$ cat src/rtl/seg_scan_ctrl.sv
// Scan controller for a 4-digit 7-segment display: SHOW/BLANK slot timing,
// digit MUX select, active-low anodes and frame-synchronous shadow data load.
module seg_scan_ctrl #(
    parameter int SHOW_CYC  = 50000,
    parameter int BLANK_CYC = 1000,
    parameter int CNT_W     = 16
) (
    input  logic       i_clk,
    input  logic       i_rst,
    input  logic       i_en,
    input  logic [7:0] i_data_0,
    input  logic [7:0] i_data_1,
    input  logic [7:0] i_data_2,
    input  logic [7:0] i_data_3,
    input  logic       i_load,
    output logic       o_busy,
    output logic       o_ack,
    output logic [7:0] o_data_0,
    output logic [7:0] o_data_1,
    output logic [7:0] o_data_2,
    output logic [7:0] o_data_3,
    output logic [1:0] o_ctrl,
    output logic [3:0] o_an,
    output logic       o_blank,
    output logic       o_frame
);

    typedef enum logic [1:0] {
        ST_IDLE  = 2'd0,
        ST_SHOW  = 2'd1,
        ST_BLANK = 2'd2
    } state_t;

    localparam logic [CNT_W-1:0] SHOW_LAST  = CNT_W'(SHOW_CYC - 1);
    localparam logic [CNT_W-1:0] BLANK_LAST = (BLANK_CYC > 0) ? CNT_W'(BLANK_CYC - 1) : '0;
    localparam logic [CNT_W-1:0] CNT_ONE    = CNT_W'(1);

    state_t            state_q, state_d;
    logic [1:0]        idx_q, idx_d;
    logic [CNT_W-1:0]  cnt_q, cnt_d;
    logic [3:0]        an_q, an_d;
    logic              blank_q, blank_d;
    logic              frame_q, frame_d;
    logic              busy_q, busy_d;
    logic              ack_q, ack_d;
    logic [3:0][7:0]   stg_q, stg_d;
    logic [3:0][7:0]   data_q, data_d;
    logic              commit;

    always_comb begin
        state_d = state_q;
        idx_d   = idx_q;
        cnt_d   = cnt_q;
        case (state_q)
            ST_IDLE: begin
                idx_d = 2'd0;
                cnt_d = '0;
                if (i_en) state_d = ST_SHOW;
            end
            ST_SHOW: begin
                if (cnt_q == SHOW_LAST) begin
                    cnt_d   = '0;
                    idx_d   = idx_q + 2'd1;
                    state_d = (BLANK_CYC > 0) ? ST_BLANK : ST_SHOW;
                end else begin
                    cnt_d = cnt_q + CNT_ONE;
                end
            end
            ST_BLANK: begin
                if (cnt_q == BLANK_LAST) begin
                    cnt_d   = '0;
                    state_d = ST_SHOW;
                end else begin
                    cnt_d = cnt_q + CNT_ONE;
                end
            end
            default: begin
                state_d = ST_IDLE;
                idx_d   = 2'd0;
                cnt_d   = '0;
            end
        endcase

        if (!i_en) begin
            state_d = ST_IDLE;
            idx_d   = 2'd0;
            cnt_d   = '0;
        end

        // Outputs are decoded from the next state so they change with it.
        an_d    = (state_d == ST_SHOW) ? ~(4'b0001 << idx_d) : 4'b1111;
        blank_d = (state_d != ST_SHOW);
        if (BLANK_CYC > 0)
            frame_d = (state_d == ST_BLANK) && (idx_d == 2'd0) && (cnt_d == BLANK_LAST);
        else
            frame_d = (state_d == ST_SHOW) && (idx_d == 2'd3) && (cnt_d == SHOW_LAST);
    end

    // Commit and accept are mutually exclusive: one needs busy set, the other clear.
    assign commit = busy_q && ((state_q == ST_IDLE) || frame_q);

    always_comb begin
        busy_d = busy_q;
        ack_d  = 1'b0;
        stg_d  = stg_q;
        data_d = data_q;
        if (commit) begin
            data_d = stg_q;
            busy_d = 1'b0;
            ack_d  = 1'b1;
        end else if (i_load && !busy_q) begin
            stg_d  = {i_data_3, i_data_2, i_data_1, i_data_0};
            busy_d = 1'b1;
        end
    end

    always_ff @(posedge i_clk) begin
        if (i_rst) begin
            state_q <= ST_IDLE;
            idx_q   <= 2'd0;
            cnt_q   <= '0;
            an_q    <= 4'b1111;
            blank_q <= 1'b1;
            frame_q <= 1'b0;
            busy_q  <= 1'b0;
            ack_q   <= 1'b0;
            stg_q   <= '0;
            data_q  <= '0;
        end else begin
            state_q <= state_d;
            idx_q   <= idx_d;
            cnt_q   <= cnt_d;
            an_q    <= an_d;
            blank_q <= blank_d;
            frame_q <= frame_d;
            busy_q  <= busy_d;
            ack_q   <= ack_d;
            stg_q   <= stg_d;
            data_q  <= data_d;
        end
    end

    assign o_busy   = busy_q;
    assign o_ack    = ack_q;
    assign o_data_0 = data_q[0];
    assign o_data_1 = data_q[1];
    assign o_data_2 = data_q[2];
    assign o_data_3 = data_q[3];
    assign o_ctrl   = idx_q;
    assign o_an     = an_q;
    assign o_blank  = blank_q;
    assign o_frame  = frame_q;

endmodule

$ cat config.mk
export PLATFORM = sky130hd
export DESIGN_NAME = seg_scan_ctrl
export DESIGN_NICKNAME = d
export VERILOG_FILES = /design/src/rtl/seg_scan_ctrl.sv
export SDC_FILE = /design/constraint.sdc
export NUM_CORES = 1
export LEC_CHECK = 0
export ABC_AREA = 1
export CAP_MARGIN = 0
export CORE_ASPECT_RATIO = 1.4
export CORE_UTILIZATION = 49
export CTS_BUF_LIST = sky130_fd_sc_hd__clkbuf_4
export CTS_CLUSTER_DIAMETER = 50
export DETAILED_ROUTE_END_ITERATION = 10
export PLACE_DENSITY = 0.79
export SYNTH_ARGS = -nofsm -noshare
export SYNTH_HDL_FRONTEND = slang
export SYNTH_SLANG_ARGS = --single-unit
$ cat constraint.sdc
create_clock -name i_clk -period 2.3 [get_ports i_clk]
set_clock_uncertainty 0.15 [all_clocks]
set_input_delay 0.46 -clock i_clk [delete_from_list [all_inputs] [get_ports i_clk]]
set_output_delay 0.46 -clock i_clk [all_outputs]
set_load 0.01 [all_outputs]
Yosys cells after proc, flatten, opt, wreduce, memory -nomap -nowiden:

Cells that the tools add are included.

* flip-flop bits (word level): 92
* input bits: 36
* output and inout bits: 42
* logic and storage cells: 53

* add/subtract/negate cells: 2
* equality and inequality tests: 8
* shifts and indexed selects: 1
* multiplexer cells: 12
* bitwise logic cells: 3
* reduce and logical (&&, ||, !) cells: 11

Operator list (number)
* 16-bit two-way mux: 3
* 16-bit by 10-bit == test with 1-bit output (second input constant): 2
* 16-bit one-hot mux with 2 select lines: 1
* 16-bit by 1-bit adder with 16-bit output (second input constant): 1
* 16-bit == test (second input constant): 1
* 2-bit two-way mux: 5
* 2-bit one-hot mux with 3 select lines: 1
* 2-bit by 1-bit == test with 1-bit output (second input constant): 2
* 2-bit == test (second input constant): 2
* 1-bit logical AND: 4
* 2-bit logical NOT: 2
* 4-bit NOT: 1
* 2-bit one-hot mux with 2 select lines: 1
* 2-bit OR reduction: 2
* 1-bit by 2-bit left shift with 4-bit output (first input constant): 1
* 2-bit by 1-bit adder with 2-bit output (second input constant): 1
* 2-bit by 1-bit != test with 1-bit output (second input constant): 1
* 1-bit NOT: 2
* 2-bit AND reduction: 1
* 1-bit logical NOT: 1
* 1-bit logical OR: 1
* 1-bit two-way mux: 1

Longest topological paths before layout:

Gate-level depths: netlist of the first run.

* word-level depth: 7
* gate-level depth with buffers: 12
* mapped depth without buffers: 12

Least setup slack after synthesis of the first run:

Ideal clock, no wire load.

* path kind: register to register
* from: reg state_q[0]
* to: reg frame_q, in the netlist o_frame
* library setup time: 0.064 ns
* arrival time: 1.543 ns
* required time: 2.086 ns
* path slack: 0.543 ns
* cell stages (with the launch flop): 12
* path buffers: 0
* clock period less this slack: 1.757 ns
* cells stage by stage: dfxtp_1 -> inv_1 -> ha_1 -> nand2_1 -> clkinv_1 -> nand3_1 -> nand2_1 -> nor2_1 -> nand4_1 -> nor2_1 -> nand3_1 -> nor2_1

* cells in the longest elaborated chain, start to end: 6
* elaborated cells between the ends (all ways): 16
* classes of those cells: eq/ne (4); mux (8); reduce/logical (4)

Ends and longest elaborated chain
* start: declaration: RTL line 38 `state_t state_q, state_d;`
* start signal: assignment: RTL line 130 `state_q <= state_d;`
* branches (longest 5 deep; another with 16-bit one-hot mux with 2 select lines)
* 1-bit logical AND *: RTL line 94 `frame_d = (state_d == ST_BLANK) && (idx_d == 2'd0) && (cnt_d == BLANK_LAST);`
* end signal: assignment: RTL line 135 `frame_q <= frame_d;`
* end: declaration: RTL line 43 `logic frame_q, frame_d;`

Mark *: on every way between the ends.
A chain may end at the register's enable or synchronous reset.

Worst setup path in the final report of the first run:

* from: reg cnt_q[1]
* to: reg frame_q, in the netlist o_frame

* cells in the longest elaborated chain, start to end: 7
* elaborated cells between the ends (all ways): 19
* classes of those cells: add/sub (1); eq/ne (4); mux (11); reduce/logical (3)

Ends and longest elaborated chain
* start: declaration: RTL line 40 `logic [CNT_W-1:0] cnt_q, cnt_d;`
* start signal: assignment: RTL line 132 `cnt_q <= cnt_d;`
* branches (longest 6 deep; another with 16-bit by 1-bit adder with 16-bit output)
* 1-bit logical AND *: RTL line 94

Marked as above.

==> flow_summary_export.csv, run 1 <==
group,metric,value,unit
yosys,synthTopCellsByArea,"dfxtp_1 (50%), nand2_1 (12%), nor2_1 (11%)",
timing,worst_pin_slew,0.368,ns
critical_path,startpoint_type,"flip-flop",
yosys,synth-seq-cells,92,
place,dp_hpwl,6.16,mm
floorplan,io_pins,78,
yosys,ys_seq_area_share,50.1,%
timing,fin_ws,0.282,ns
drt,wl_per_cell,12.5,um
min_path,hold_class,"flip-flop to flip-flop",
timing,tns,0,ns
yosys,netlist_top_cells_count,"nand2_1 (121), nor2_1 (104), dfxtp_1 (92)",
clocking,root_buffer,"clkbuf_4",
timing,setup_violations,0,
min_path,hp-start,"stg_q[13]",
floorplan,die_h,105,um
finish,syn2layout_area_growth,28.2,%
floorplan,die_x,75.2,um
global_route,antenna_found_initial,0,
clocking,cts_buffer_depth,2,
yosys,yosysMostFrequentCell,"nand2_1",
global_route,top_usage_layer,"met2",
global_route,grt_use_met3,6.98,%
timing,slew_violations,0,
floorplan,dieArea,7860,um2
critical_path,worst_setup_path_end_kind,"flip-flop",
timing,fin_crit,2.02,ns
critical_path,reg2reg_slack,0.28,ns
yosys,synthArstFlopShare,0,%
finish,drive_gt1_share,8.38,%
place,gp_congestion,0.931,
yosys,synth_top_cell_area_share,50.1,%
timing,fmax,495,MHz
min_path,hold_end,"o_data_1[5]",
critical_path,r2r-end,"o_frame",
run_status,status,"complete, no violations",
critical_path,crit_fanout,4,
power_and_ir_drop,peakVddDrop,0.371,mV
yosys,ys.flop_type,"dfxtp_1",
yosys,postSynthAreaPerCell,7.33,um2
finish,final_area,4710,um2
global_route,grt_pass1_vias,3098,
critical_path,rr_worst_depth,10,
drt,dr.pass1.iters,4,
floorplan,start_util,50.3,%
clocking,clk_latency,0.43,ns
min_path,whs_path_depth,2,
critical_path,path_class,"flip-flop to flip-flop",
finish,fin_nets,622,
yosys,yosys.cell_types.count,27,
clocking,cts.clk_slew.worst_paths,0.14,ns
critical_path,reg2reg_from,"cnt_q[1]",
global_route,globalRouteTotalUtil,23.3,%
yosys,yosysTopAreaCell,"dfxtp_1",
timing,period_share,87.8,%
place,preCtsSetupSlack,0.190,ns
finish,diodes,0,
global_route,grtUsageMet1,27.8,%
critical_path,required,2.52,ns
yosys,synth_nets,543,
floorplan,rows,37,
yosys,yosys_warnings,0,
global_route,overflow,0,
clocking,cts_sinks,92,
drt,num_vias,3372,
yosys,synth_cells,502,
drt,drc_errors,0,
place,portBuffers,77,
timing,hold_viol_final,0,
clocking,cts_htree_levels,3,
global_route,use_met2,39.1,%
power_and_ir_drop,p_per_area,607,nW/um2
floorplan,core_area,7310,um2
yosys,synth_area,3680,um2
clocking,cts_tree,"built",
timing,rsz0062_at_grt,"false",
global_route,grt_pass1_wl,14.1,mm
clocking,hold_buffers,0,
critical_path,critPathArrivalTime,2.24,ns
job,maxCapViolations,0,
drt,drt_iter0_drc,222,
yosys,synth-edff-count,0,
drt,antenna_left,0,
place,placed_cell_area,4580,um2
drt,drt-total-wl,8.55,mm
power_and_ir_drop,leakage,1.99,nW
global_route,grt_max_degree,39,
timing,relSlewSlack,75.4,%
clocking,numCtsBuffers,9,
drt,via_per_inst,4.94,
==> flip-flops by register name, summed over array words and instances (netlist names), 2 cells and up <==
| signal | flops |
|---|---|
| o_data_0 | 8 |
| stg_q | 32 |
| state_q | 2 |
| cnt_q | 16 |
| o_data_3 | 8 |
| o_an | 4 |
| o_ctrl | 2 |
| o_data_2 | 8 |
| o_data_1 | 8 |
==> area by class of cell <==
cell class,instances,area [um2]
timing repair buffer,88,853
inverter,36,135
fill,662,2600
sequential,92,1840
tap,97,121
multi-input combinational,354,1630
clock inverter,6,63.8
clock buffer,9,67.6
==> routing by layer <==
| metal | wire length [um] | up-vias |
|---|---|---|
| li1 | - | 1739 |
| met3 | 419 | 14 |
| met5 | 0 | - |
| met4 | 177 | 0 |
| met1 | 3640 | 1546 |
| met2 | 4320 | 73 |
==> through the flow <==
stage	util [%]	hold WS (ns)	power, mW	cells
after global routing	64.5	0.319	2.99	682
after floorplan	-	0.264	1.88	502
final	64.5	0.301	2.86	682
after CTS	64.4	0.297	2.89	682
after global placement	62.6	0.270	2.03	667
after detailed placement	62.6	0.272	2.04	667
==> critical path: stages (launching register included) <==
cell,delay [ns]
dfxtp_1,0.40
ha_1,0.25
nand3_2,0.18
nor2_2,0.22
nand2_1,0.11
nor2_1,0.14
xnor2_1,0.16
nand2_1,0.09
nor2_1,0.09
nand3_1,0.07
nor2_1,0.10
==> logic make-up (layout without fill, tap and decap cells) <==
logic type | after synthesis | count (layout) | share of synthesized area [%]
buffers and inverters | 56 | 139 | 5.88
XOR/XNOR | 4 | 4 | 0.953
adder cells (fa/ha/maj) | 5 | 5 | 1.70
AND/OR/NAND/NOR | 295 | 295 | 33.9
flip-flops | 92 | 92 | 50.1
AO/OA/AOI/OAI | 50 | 50 | 7.48
==> worst max path at each step <==
stage,startpoint,to,slack [ns]
after floorplan,state_q[0],o_frame,0.54
after global placement,i_rst,cnt_q[15],0.19
after detailed placement,i_rst,cnt_q[15],0.19
after CTS,cnt_q[1],cnt_q[15],0.20
after global routing,cnt_q[1],o_frame,0.07
final,cnt_q[1],o_frame,0.28
==> where the power goes <==
group          internal (mW)  leakage, nW  switching [mW]
Combinational          0.146         1.16           0.154
Sequential              1.67        0.751          0.0352
Clock                  0.329       0.0702           0.532
Total                   2.14         1.99           0.721
==> cells in the final DEF (no fill, tap or decap), drive strengths merged <==
cell type / netlist / final
a21boi: 1 / 1
a21oi: 9 / 9
and3: 2 / 2
buf: 3 / 11
bufinv: 0 / 1
clkbuf: 17 / 9
clkdlybuf4s50: 0 / 77
clkinv: 2 / 5
clkinvlp: 0 / 1
dfxtp: 92 / 92
ha: 5 / 5
inv: 34 / 35
nand2: 125 / 125
nand3: 48 / 48
nand4: 7 / 7
nor2: 112 / 112
o211a: 1 / 1
o21ai: 38 / 38
o21bai: 1 / 1
or2: 1 / 1
xnor2: 2 / 2
xor2: 2 / 2
==> timing repair <==
| item | 4_1_cts | 5_1_grt |
|---|---|---|
| setup endpoints to repair | 0 | 1 |
| setup buffers | 0 | 0 |
| gates resized for setup | 0 | 1 |
Note: power is estimated with default switching activity, not from simulation.
==> run 2: changes to the inputs <==
- CTS_CLUSTER_SIZE: unset -> 8
==> results of run 2 <==
No change in the layout: final DEF, timing and power equal those of run 1.
==> run 3: changes to the inputs <==
- DONT_BUFFER_PORTS: unset -> 1
- PLACE_DENSITY: 0.79 -> 0.66
==> run 3 against run 2 <==
Compared with the run above: combinational power down 29%; critical path depth fell by 2; largest cell class unchanged; largest power group unchanged; critical endpoint is now cnt_q[15]; die area did not move; critical path type unchanged.
==> flow_summary_export.csv, run 3 (synthesized netlist as in run 1, its figures left out) <==
group,metric,value,unit
clocking,cts.clk_slew.worst_paths,0.13,ns
drt,wl_per_cell,13.1,um
place,placed_cell_area,3780,um2
finish,regMostFlops,"stg_q",
floorplan,rows,37,
global_route,globalRouteTotalUtil,22.8,%
floorplan,die_x,75.2,um
timing,period_share,86.8,%
timing,relSlewSlack,61.8,%
power_and_ir_drop,leakage,1.80,nW
global_route,overflow,0,
place,dp.cells,587,
drt,via_per_inst,4.97,
global_route,grt_pass1_vias,3002,
timing,hold_ws,0.0300,ns
drt,num_vias,3122,
place,gp_congestion,0.878,
drt,drt-total-wl,8.26,mm
place,portBuffers,0,
clocking,cts_resized,0,
finish,diodes,0,
clocking,cts_buffer_depth,2,
critical_path,critPathArrivalTime,2.16,ns
clocking,cts_sinks,92,
critical_path,required,2.46,ns
floorplan,dieArea,7860,um2
power_and_ir_drop,total_power,2.79,mW
finish,syn2layout_area_growth,13.5,%
floorplan,core_area,7310,um2
drt,dr.pass1.iters,4,
clocking,cts_tree,"built",
drt,drc_errors,0,
critical_path,worst_setup_path_end_kind,"flip-flop",
finish,top_regs,"stg_q x32, cnt_q x16",
finish,layout_commonest_cell,"nand2_1",
floorplan,io_pins,78,
finish,final_cell_mix,"nand2_1 (121), nor2_1 (103), dfxtp_1 (92)",
finish,final_util,57.1,%
floorplan,start_util,50.3,%
power_and_ir_drop,peakVddDrop,0.492,mV
timing,fin_ws,0.304,ns
power_and_ir_drop,p_per_area,668,nW/um2
timing,setup_violations,0,
drt,drt_iter0_drc,133,
finish,nFillCells,727,
critical_path,path_class,"flip-flop to flip-flop",
clocking,clk_latency,0.42,ns
timing,worst_pin_slew,0.572,ns
critical_path,crit_fanout,11,
critical_path,startpoint_type,"flip-flop",
place,dp_hpwl,5.51,mm
finish,final-instance-count-excl-fill,628,
timing,fin_crit,2.00,ns
timing,tns,0,ns
global_route,antenna_found_initial,0,
clocking,numCtsBuffers,9,
timing,slew_violations,0,
run_status,status,"complete, no violations",
drt,antenna_left,0,
timing,fmax,501,MHz
clocking,cts_htree_levels,3,
finish,fin_nets,568,
global_route,grt_max_degree,65,
place,preCtsSetupSlack,0.346,ns
min_path,whs_path_depth,2,
floorplan,die_h,105,um
job,maxCapViolations,0,
finish,largest_reg_flops,32,
clocking,root_buffer,"clkbuf_4",
critical_path,rr_worst_depth,8,
finish,drive_gt1_share,8.66,%
min_path,hold_class,"primary input to flip-flop",
timing,hold_viol_final,0,
timing,rsz0062_at_grt,"false",
finish,final_area,4170,um2
global_route,grt_pass1_wl,13.6,mm
-- run 3: metal layers --
metal / routed length [um] / track usage [%] / share of wire [%]
met1: 3460 / 25.7 / 42
met4: 171 / 9.92 / 2.1
met5: 0 / 0 / 0
met2: 4180 / 38.6 / 51
met3: 447 / 7.07 / 5.4
-- run 3: power by group --
part | total [mW] | switching [mW] | internal (mW)
Sequential | 1.72 | 0.0502 | 1.67
Clock | 0.857 | 0.498 | 0.359
Combinational | 0.214 | 0.130 | 0.0840
-- run 3: worst paths after layout --
check | start | endpoint | slack [ns]
worst max register to register | cnt_q[0] | cnt_q[15] | 0.30
worst min register to register | stg_q[6] | o_data_0[6] | 0.29
worst max-delay path | cnt_q[0] | cnt_q[15] | 0.30
worst min-delay path | i_data_0[6] | stg_q[6] | 0.03
-- run 3: final cells by class --
type | count | area [um2] | area share (%)
sequential | 92 | 1840 | 44.1
multi-input combinational | 354 | 1630 | 39.0
timing repair buffer | 34 | 320 | 7.67
inverter | 36 | 135 | 3.24
tap | 97 | 121 | 2.91
clock buffer | 12 | 90.1 | 2.16
clock inverter | 3 | 38.8 | 0.929
-- run 3: timing repair --
item | in CTS | in global routing
buffers inserted | 0 | 0
hold buffers | 25 | 1
endpoints found under the hold margin | 28 | 1
-- run 3: critical path: stages (launching register included) --
cell     delay [ns]
dfxtp_1        0.39
ha_1           0.24
nand3_2        0.16
nor2_4         0.19
nand2_2        0.09
nand2_1        0.06
nand2_1        0.11
nand3_1        0.40
nor2_1         0.09
